[config.mk]
export PLATFORM = sky130hd
export DESIGN_NAME = bus_decode_dtack_flat
export DESIGN_NICKNAME = d
export VERILOG_FILES = /design/src/rtl/bus_decode_dtack_pkg.sv /design/src/rtl/bus_decode_dtack_if.sv /design/src/rtl/bus_decode_dtack_region_match.sv /design/src/rtl/bus_decode_dtack.sv /design/src/flat_wrapper.sv
export SDC_FILE = /design/constraint.sdc
export NUM_CORES = 1
export LEC_CHECK = 0
export ABC_AREA = 1
export CAP_MARGIN = 20
export CELL_PAD_IN_SITES_DETAIL_PLACEMENT = 1
export CELL_PAD_IN_SITES_GLOBAL_PLACEMENT = 1
export CORE_UTILIZATION = 51
export CTS_CLUSTER_SIZE = 12
export DETAILED_ROUTE_END_ITERATION = 10
export PLACE_DENSITY = 0.81
export SYNTH_ARGS = -nofsm -noshare
export SYNTH_HDL_FRONTEND = slang
export SYNTH_SLANG_ARGS = --single-unit
[constraint.sdc]
create_clock -name clk -period 4.92 [get_ports clk]
set_input_delay 0.984 -clock clk [delete_from_list [all_inputs] [get_ports clk]]
set_output_delay 0.984 -clock clk [all_outputs]
set_load 0.02 [all_outputs]
[src/rtl/bus_decode_dtack_pkg.sv]
// bus_decode_pkg: shared types and constants for the 68K address decoder /
// DTACK generator.
//   state_t        - decode FSM states (IDLE, DECODE, WAIT, ACK)
//   region_t       - one region table entry. Its fields are sized for the
//                    widest supported configuration (32 address bits,
//                    8 wait-state bits). Users narrow it with size casts.
//   BERR_TIMEOUT   - bus-error timeout in clocks (used with BUS_DECODE_BERR_EN)
//   region_hit()   - match rule for one entry against an address/direction
package bus_decode_pkg;

    localparam int BERR_TIMEOUT  = 256;
    localparam int REGION_ADDR_W = 32;
    localparam int REGION_WS_W   = 8;

    typedef enum logic [1:0] {
        ST_IDLE   = 2'd0,
        ST_DECODE = 2'd1,
        ST_WAIT   = 2'd2,
        ST_ACK    = 2'd3
    } state_t;

    typedef struct packed {
        logic [REGION_ADDR_W-1:0] start_addr;
        logic [REGION_ADDR_W-1:0] end_addr;
        logic [REGION_WS_W-1:0]   ws;
        logic                     rd_en;
        logic                     wr_en;
        logic                     ext;
        logic                     valid;
    } region_t;

    // Range is inclusive on both ends. The direction enable follows the 68K
    // convention (rw=1 is a read).
    function automatic logic region_hit(input region_t r,
                                        input logic [REGION_ADDR_W-1:0] a,
                                        input logic rw);
        return r.valid && (a >= r.start_addr) && (a <= r.end_addr) &&
               (rw ? r.rd_en : r.wr_en);
    endfunction

endpackage

[src/rtl/bus_decode_dtack_if.sv]
// bus_decode_dtack_if: CPU-side bus bundle of the decoder.
//   cpu_a, cpu_as_n, cpu_rw - 68K address, address strobe (active low), read=1
//   ext_ack                 - completion from a slow external device
//   sel, sel_idx, hit       - registered one-hot select, encoded index, valid
//   dtack_n                 - data acknowledge to the CPU (active low)
//   berr_n                  - bus error (active low), only with BUS_DECODE_BERR_EN
// Modports: master = CPU/system side, slave = the decoder.
//
// Handshake: a bus cycle starts at the first clock that samples cpu_as_n=0.
// It ends at the first clock that samples cpu_as_n=1. dtack_n (or berr_n)
// is asserted low by the decoder and stays low until the strobe is released.
interface bus_decode_dtack_if #(
    parameter int NREG = 16,
    parameter int AW   = 24
);
    logic [AW-1:0]           cpu_a;
    logic                    cpu_as_n;
    logic                    cpu_rw;
    logic                    ext_ack;
    logic [NREG-1:0]         sel;
    logic [$clog2(NREG)-1:0] sel_idx;
    logic                    hit;
    logic                    dtack_n;
`ifdef BUS_DECODE_BERR_EN
    logic                    berr_n;

    modport master (output cpu_a, cpu_as_n, cpu_rw, ext_ack,
                    input  sel, sel_idx, hit, dtack_n, berr_n);
    modport slave  (input  cpu_a, cpu_as_n, cpu_rw, ext_ack,
                    output sel, sel_idx, hit, dtack_n, berr_n);
`else
    modport master (output cpu_a, cpu_as_n, cpu_rw, ext_ack,
                    input  sel, sel_idx, hit, dtack_n);
    modport slave  (input  cpu_a, cpu_as_n, cpu_rw, ext_ack,
                    output sel, sel_idx, hit, dtack_n);
`endif
endinterface

[src/rtl/bus_decode_dtack_region_match.sv]
// region_match: combinational priority matcher over the region table.
//   tbl    - region table entries
//   addr   - low DBITS address bits to compare
//   rw     - access direction (1 = read)
//   onehot - one-hot vector of the winning entry (all zero on a miss)
//   idx    - encoded index of the winning entry (0 on a miss)
//   hit    - at least one entry matched
// When several entries match, the lowest index wins.
module region_match
    import bus_decode_pkg::*;
#(
    parameter int NREG  = 16,
    parameter int DBITS = 20
) (
    input  region_t                 tbl [NREG],
    input  logic [DBITS-1:0]        addr,
    input  logic                    rw,
    output logic [NREG-1:0]         onehot,
    output logic [$clog2(NREG)-1:0] idx,
    output logic                    hit
);
    localparam int IW = $clog2(NREG);

    logic [REGION_ADDR_W-1:0] a_ext;
    assign a_ext = REGION_ADDR_W'(addr);

    // Scan from the top down so a lower matching index overwrites a higher one.
    always_comb begin
        onehot = '0;
        idx    = '0;
        hit    = 1'b0;
        for (int i = NREG - 1; i >= 0; i--) begin
            if (region_hit(tbl[i], a_ext, rw)) begin
                onehot    = '0;
                onehot[i] = 1'b1;
                idx       = IW'(i);
                hit       = 1'b1;
            end
        end
    end

    // The ws/ext fields are consumed by the FSM, not by the matcher.
    logic unused_fields;
    always_comb begin
        unused_fields = 1'b0;
        for (int i = 0; i < NREG; i++) begin
            unused_fields = unused_fields ^ (^tbl[i].ws) ^ tbl[i].ext;
        end
    end

endmodule

[src/rtl/bus_decode_dtack.sv]
// bus_decode_dtack: programmable 68K address decoder with DTACK generation.
//   clk, reset      - system clock, synchronous active-high reset
//   cfg_we, cfg_idx - region table write strobe and entry index
//   cfg_start/end   - inclusive region range (low DBITS address bits)
//   cfg_ws          - wait states before DTACK
//   cfg_rd_en/wr_en - direction enables; cfg_ext = external completion needed
//   cfg_valid       - entry valid
//   bus             - CPU bus bundle (slave modport)
//   dbg_state       - current FSM state
// Optional feature: define BUS_DECODE_BERR_EN to add bus.berr_n and a
// BERR_TIMEOUT-clock timeout in DECODE (miss) and WAIT.
//
// Timing from the clock that samples cpu_as_n low (edge 0):
//   edge 1      sel/sel_idx/hit valid, wait counter loaded
//   edge 2+ws   dtack_n low (later for ext regions until ext_ack is seen)
// Address bits at DBITS and above are ignored, so regions mirror.
module bus_decode_dtack
    import bus_decode_pkg::*;
#(
    parameter int NREG  = 16,
    parameter int AW    = 24,
    parameter int DBITS = 20,
    parameter int WSW   = 4
) (
    input  logic                    clk,
    input  logic                    reset,
    input  logic                    cfg_we,
    input  logic [$clog2(NREG)-1:0] cfg_idx,
    input  logic [DBITS-1:0]        cfg_start,
    input  logic [DBITS-1:0]        cfg_end,
    input  logic [WSW-1:0]          cfg_ws,
    input  logic                    cfg_rd_en,
    input  logic                    cfg_wr_en,
    input  logic                    cfg_ext,
    input  logic                    cfg_valid,
    bus_decode_dtack_if.slave       bus,
    output state_t                  dbg_state
);
    localparam int IW = $clog2(NREG);

    // ---------------- region table ----------------
    // Only valid bits are reset. Range and wait-state fields are don't-care
    // until their entry is written.
    region_t tbl [NREG];

    always_ff @(posedge clk) begin
        if (reset) begin
            for (int i = 0; i < NREG; i++) begin
                tbl[i].valid <= 1'b0;
            end
        end else if (cfg_we) begin
            tbl[cfg_idx].start_addr <= REGION_ADDR_W'(cfg_start);
            tbl[cfg_idx].end_addr   <= REGION_ADDR_W'(cfg_end);
            tbl[cfg_idx].ws         <= REGION_WS_W'(cfg_ws);
            tbl[cfg_idx].rd_en      <= cfg_rd_en;
            tbl[cfg_idx].wr_en      <= cfg_wr_en;
            tbl[cfg_idx].ext        <= cfg_ext;
            tbl[cfg_idx].valid      <= cfg_valid;
        end
    end

    // ---------------- matcher ----------------
    logic [NREG-1:0] m_oh;
    logic [IW-1:0]   m_idx;
    logic            m_hit;

    region_match #(.NREG(NREG), .DBITS(DBITS)) u_match (
        .tbl    (tbl),
        .addr   (bus.cpu_a[DBITS-1:0]),
        .rw     (bus.cpu_rw),
        .onehot (m_oh),
        .idx    (m_idx),
        .hit    (m_hit)
    );

    logic unused_addr_hi;
    assign unused_addr_hi = ^bus.cpu_a[AW-1:DBITS];

    // ---------------- FSM ----------------
    state_t          state;
    logic [NREG-1:0] lat_oh;
    logic [IW-1:0]   lat_idx;
    logic            lat_hit;
    logic [WSW-1:0]  lat_ws;
    logic            lat_ext;
    logic [WSW-1:0]  cnt;
    logic            sticky_ack;
    logic [NREG-1:0] sel_q;
    logic [IW-1:0]   sel_idx_q;
    logic            hit_q;
    logic            dtack_n_q;

    // The decode result is captured on the strobe edge. Table writes made
    // during a bus cycle therefore apply only from the next cycle.
    always_ff @(posedge clk) begin
        if (reset) begin
            state      <= ST_IDLE;
            lat_oh     <= '0;
            lat_idx    <= '0;
            lat_hit    <= 1'b0;
            lat_ws     <= '0;
            lat_ext    <= 1'b0;
            cnt        <= '0;
            sticky_ack <= 1'b0;
            sel_q      <= '0;
            sel_idx_q  <= '0;
            hit_q      <= 1'b0;
            dtack_n_q  <= 1'b1;
        end else if (state != ST_IDLE && bus.cpu_as_n) begin
            // Strobe released: end or abort the cycle without acknowledging.
            state      <= ST_IDLE;
            cnt        <= '0;
            sticky_ack <= 1'b0;
            sel_q      <= '0;
            sel_idx_q  <= '0;
            hit_q      <= 1'b0;
            dtack_n_q  <= 1'b1;
        end else begin
            case (state)
                ST_IDLE: begin
                    sticky_ack <= 1'b0;
                    if (!bus.cpu_as_n) begin
                        state   <= ST_DECODE;
                        lat_oh  <= m_oh;
                        lat_idx <= m_idx;
                        lat_hit <= m_hit;
                        lat_ws  <= WSW'(tbl[m_idx].ws);
                        lat_ext <= tbl[m_idx].ext;
                    end
                end
                ST_DECODE: begin
                    if (bus.ext_ack) sticky_ack <= 1'b1;
                    // A miss parks here until the strobe goes away.
                    if (lat_hit) begin
                        state     <= ST_WAIT;
                        sel_q     <= lat_oh;
                        sel_idx_q <= lat_idx;
                        hit_q     <= 1'b1;
                        cnt       <= lat_ws;
                    end
                end
                ST_WAIT: begin
                    if (bus.ext_ack) sticky_ack <= 1'b1;
                    if (cnt != '0) begin
                        cnt <= cnt - 1'b1;
                    end else if (!lat_ext || sticky_ack || bus.ext_ack) begin
                        state     <= ST_ACK;
                        dtack_n_q <= 1'b0;
                    end
                end
                ST_ACK: begin
                    // Hold select and acknowledge until the strobe is released.
                end
                default: state <= ST_IDLE;
            endcase
        end
    end

    assign bus.sel     = sel_q;
    assign bus.sel_idx = sel_idx_q;
    assign bus.hit     = hit_q;
    assign bus.dtack_n = dtack_n_q;
    assign dbg_state   = state;

`ifdef BUS_DECODE_BERR_EN
    // ---------------- bus-error timeout ----------------
    localparam int TW = $clog2(BERR_TIMEOUT);

    logic [TW-1:0] to_cnt;
    logic          berr_n_q;
    logic          to_run;

    assign to_run = (state == ST_WAIT) || (state == ST_DECODE && !lat_hit);

    always_ff @(posedge clk) begin
        if (reset) begin
            to_cnt   <= '0;
            berr_n_q <= 1'b1;
        end else if (bus.cpu_as_n) begin
            to_cnt   <= '0;
            berr_n_q <= 1'b1;
        end else if (to_run && berr_n_q) begin
            if (to_cnt == TW'(BERR_TIMEOUT - 1)) begin
                berr_n_q <= 1'b0;
            end else begin
                to_cnt <= to_cnt + 1'b1;
            end
        end
    end

    assign bus.berr_n = berr_n_q;
`endif

endmodule

[src/flat_wrapper.sv]
// flat-port wrapper written by rule: the top's interface ports become plain ports
module bus_decode_dtack_flat import bus_decode_pkg::*;
#(
    parameter int NREG  = 16,
    parameter int AW    = 24,
    parameter int DBITS = 20,
    parameter int WSW   = 4
)
  (clk, reset, cfg_we, cfg_idx, cfg_start, cfg_end, cfg_ws, cfg_rd_en, cfg_wr_en, cfg_ext, cfg_valid, dbg_state, bus_cpu_a, bus_cpu_as_n, bus_cpu_rw, bus_ext_ack, bus_sel, bus_sel_idx, bus_hit, bus_dtack_n);
  bus_decode_dtack_if #(.NREG(NREG), .AW(AW)) bus_i ();
  input  logic clk;
  input  logic reset;
  input  logic cfg_we;
  input  logic [$clog2(NREG)-1:0] cfg_idx;
  input  logic [DBITS-1:0] cfg_start;
  input  logic [DBITS-1:0] cfg_end;
  input  logic [WSW-1:0] cfg_ws;
  input  logic cfg_rd_en;
  input  logic cfg_wr_en;
  input  logic cfg_ext;
  input  logic cfg_valid;
  output state_t dbg_state;
  input wire logic [$bits(bus_i.cpu_a)-1:0] bus_cpu_a;
  input wire logic [$bits(bus_i.cpu_as_n)-1:0] bus_cpu_as_n;
  input wire logic [$bits(bus_i.cpu_rw)-1:0] bus_cpu_rw;
  input wire logic [$bits(bus_i.ext_ack)-1:0] bus_ext_ack;
  output wire logic [$bits(bus_i.sel)-1:0] bus_sel;
  output wire logic [$bits(bus_i.sel_idx)-1:0] bus_sel_idx;
  output wire logic [$bits(bus_i.hit)-1:0] bus_hit;
  output wire logic [$bits(bus_i.dtack_n)-1:0] bus_dtack_n;
  assign bus_i.cpu_a = bus_cpu_a;
  assign bus_i.cpu_as_n = bus_cpu_as_n;
  assign bus_i.cpu_rw = bus_cpu_rw;
  assign bus_i.ext_ack = bus_ext_ack;
  assign bus_sel = bus_i.sel;
  assign bus_sel_idx = bus_i.sel_idx;
  assign bus_hit = bus_i.hit;
  assign bus_dtack_n = bus_i.dtack_n;
  bus_decode_dtack #(.NREG(NREG), .AW(AW), .DBITS(DBITS), .WSW(WSW)) u_core (.clk(clk), .reset(reset), .cfg_we(cfg_we), .cfg_idx(cfg_idx), .cfg_start(cfg_start), .cfg_end(cfg_end), .cfg_ws(cfg_ws), .cfg_rd_en(cfg_rd_en), .cfg_wr_en(cfg_wr_en), .cfg_ext(cfg_ext), .cfg_valid(cfg_valid), .bus(bus_i), .dbg_state(dbg_state));
endmodule
==> impl_metrics.py <==
metrics = {
    "timing": {
        "rsz0062_at_grt": "no",
        "timing.final.max_slew_violations": 0,
        "worst_slew_margin_rel": 0.291,
        "fmaxAchievable_mhz": 214,
        "worst_hold_margin_ns": 0.445,
        "fin_skew_ns": 0.0292,
        "fin_crit_sh": 0.950,
        "setup_viol": 0,
        "tightest_slew_ns": 1.06,
        "hold_violations": 0,
        "period_needed_ns": 4.67,
    },
    "global_route": {
        "grt_max_degree": 48,
        "number_of_antenna_violations_at_the_first_check_in_global_routing": 3,
        "wire_length_of_the_first_global_routing_pass_um": 201000,
        "grt-ovfl-total": 0,
        "gr-usage-all-layers": 0.315,
        "via_count_of_the_first_global_routing_pass": 34165,
    },
    "routing": {
        "final_antenna_net_count": 0,
        "via_per_inst": 5.73,
        "drt_met1_wl_um": 53500,
        "detail_route.wl_per_cell_um": 24.4,
        "met2_wirelength_um": 67000,
        "drc_violation_count_after_routing": 0,
        "detailroute.wirelength.met3_um": 8180,
        "drt_first_iter_violations": 2485,
        "topRoutingLayerUsed": "met5",
        "dr_total_vias": 31722,
        "detailedRoute.firstPassIterationCount": 6,
        "postRouteWirelength_um": 135000,
    },
    "synthesis": {
        "synth_seq_area_share": 0.556,
        "mappedNetlistNets": 4709,
        "avgSynthCellArea_um2": 10.8,
        "ys_ff_latch": 823,
        "post_synth_main_area_contributors": "edfxtp_1 52%, ha_1 19%, inv_1 7.4%, nand2_1 4.9%, a21oi_1 3.8%",
        "synth_area_leader_cell": "edfxtp_1",
        "synth_ff_type": "edfxtp_1",
        "post-synth-top-count-cell": "inv_1",
        "synth_top_area_share": 0.523,
        "syn-instance-count": 3982,
        "synth.cells.most_frequent": "850 x inv_1, 752 x edfxtp_1, 645 x ha_1, 562 x nand2_1, 328 x a21oi_1",
        "synth-async-reset-ratio": 0,
        "synthesis.area_mm2": 0.0432,
        "ys_warns": 0,
        "synthDistinctLibCells": 48,
        "synth_enable_flop_cells": 752,
    },
    "placement": {
        "place.port_buffers": 101,
        "place_hpwl_um": 91600,
        "gpl.final_weighted_congestion": 0.897,
    },
    "floorplan": {
        "floorplan.rows": 106,
        "floorplan.core_area_mm2": 0.0837,
        "initial_utilization": 0.516,
        "die_area_mm2": 0.0858,
        "die_x_um": 293,
        "dieHeight_um": 293,
        "design.portCount": 106,
    },
    "cts": {
        "ctsRootBufferMaster": "clkbuf_16",
        "clock_tree.buffer_depth": 3,
        "tritoncts.num_buffers": 92,
        "tritoncts": "built",
        "cts_num_sinks": 823,
        "cts_max_level": 3,
        "cts_setup_buffers": 0,
        "cts_repair_resize_count": 0,
        "cts.reportedPaths.clkPinSlew_ns": 0.06,
        "clock_latency_on_the_worst_skew_pair_ns": 0.66,
        "ctsHoldBuffers": 0,
    },
    "setup_path": {
        "path_max_fanout": 20,
        "critical_path.startpoint": "bus_cpu_a[0]",
        "cpPeakStageDelay_ns": 0.45,
        "worstPathArrival_ns": 5.26,
        "worstSetupPathType": "input pin to flop",
        "critical_path_startpoint_category": "input pin",
        "critPathRequiredTime_ns": 5.50,
        "critical_path.top_delay_family": "compound AO/OA/AOI/OAI gates",
        "crit_path_top_delay_cell": "clkdlybuf4s50_1",
        "cp_common_cell": "nand2_1",
        "critPathBufInv": 7,
        "r2r-start": "u_core.tbl[863]",
        "critical_path.endpoint_type": "flop",
    },
    "finish": {
        "fillerInstances": 8825,
        "antennaDiodeCount": 0,
        "final_nets": 5063,
        "area.growth.synth_to_final_pct": 15.9,
        "utilization": 0.598,
        "layout-drive-gt1-share": 0.0833,
    },
    "run": {
        "max-cap-violations": 0,
    },
    "pwr": {
        "vdd_drop_max_mv": 0.334,
        "power.density_mw_per_mm2": 327,
        "leakage_nw": 22.5,
    },
    "hold_path": {
        "hp-class": "flop to flop",
        "hold_start": "u_core.bus.dtack_n",
    },
    "run_status": {
        "status": "completed",
    },
}
==> cell families after synthesis <==
group,after synthesis,synth area share
AND/OR/NAND/NOR,1030,0.101
adder cells (fa/ha/maj),645,0.187
flip-flops,823,0.556
AO/OA/AOI/OAI,600,0.0781
buffers and inverters,884,0.0779
==> final cells by class <==
| cell class | instances | area [µm²] | share of cell area |
|---|---|---|---|
| inverter | 853 | 3210 | 0.0641 |
| sequential | 823 | 24000 | 0.480 |
| clock buffer | 133 | 2630 | 0.0526 |
| timing repair buffer | 291 | 2620 | 0.0523 |
| clock inverter | 30 | 226 | 0.00453 |
| multi-input combinational | 2275 | 15900 | 0.318 |
| tap | 1134 | 1420 | 0.0284 |
==> worst paths after layout <==
kind / end / slack [ns] / cells after the start
min reg2reg: u_core.bus.dtack_n / 0.45 / 2
min: u_core.bus.dtack_n / 0.45 / 2
max reg2reg: u_core.lat_ext / 0.98 / 21
max: u_core.lat_ext / 0.25 / 27
==> through the flow <==
| step | setup slack (ns) | total power, mW | cells | cell area [µm²] | setup TNS (ns) |
|---|---|---|---|---|---|
| final | 0.248 | 16.3 | 5539 | 50000 | 0 |
| after global routing | 0.0254 | 16.8 | 5539 | 50000 | 0 |
| after CTS | 0.187 | 16.4 | 5538 | 50000 | 0 |
| after detailed placement | -0.425 | 9.74 | 5375 | 47100 | -2.02 |
| after global placement | -0.319 | 9.60 | 5375 | 47100 | -1.55 |
| after floorplan | 0.839 | 8.84 | 3982 | 43200 | 0 |
==> worst min-delay path, delay by kind of cell, from the launching register on <==
kind	cells	cell delay [ns]
DFF	1	0.31
and+or+nand+nor	2	0.10
==> report_power, final <==
part / leakage (nW) / internal [mW] / switching, mW
sequential: 7.35 / 7.78 / 0.0707
combinational: 13.7 / 0.609 / 1.21
clock: 1.39 / 3.81 / 2.87
total: 22.5 / 12.2 / 4.15
==> registers in the layout (all words and copies together) (netlist names) <==
name / flops
u_core.bus.sel_idx: 4
u_core.lat_oh: 16
u_core.tbl: 768
u_core.lat_idx: 4
u_core.dbg_state: 2
u_core.lat_hit: 1
u_core.bus.dtack_n: 1
u_core.lat_ws: 4
u_core.bus.hit: 1
u_core.lat_ext: 1
u_core.sticky_ack: 1
u_core.cnt: 4
u_core.bus.sel: 16
==> cells in the final DEF, fill, tap and decap left out, types with 14 or more instances in the layout <==
cell             synthesis  routed
o21ai_0                127     126
clkinv_1                 0      14
ha_1                   645     645
inv_1                  850     850
nand3_1                100      99
o21a_1                  15      15
nand4_1                 72      72
clkbuf_16                0      97
edfxtp_1               752     752
buf_2                    7      20
nor2_4                   0      16
a21oi_1                328     328
buf_4                    1     167
nor2_1                 228     211
clkdlybuf4s50_1          0      81
buf_12                   0      22
a211oi_1                37      37
clkbuf_1                19      29
o211ai_1                27      27
dfxtp_1                 71      71
nor3_1                  36      36
nand2_1                562     562
==> per-layer routing <==
layer | up-vias | GRT usage
met5 | - | 0
met4 | 2 | 0.145
met3 | 298 | 0.0387
met2 | 999 | 0.550
met1 | 16075 | 0.387
li1 | 14348 | -
Power figures use the tool's default switching activity.
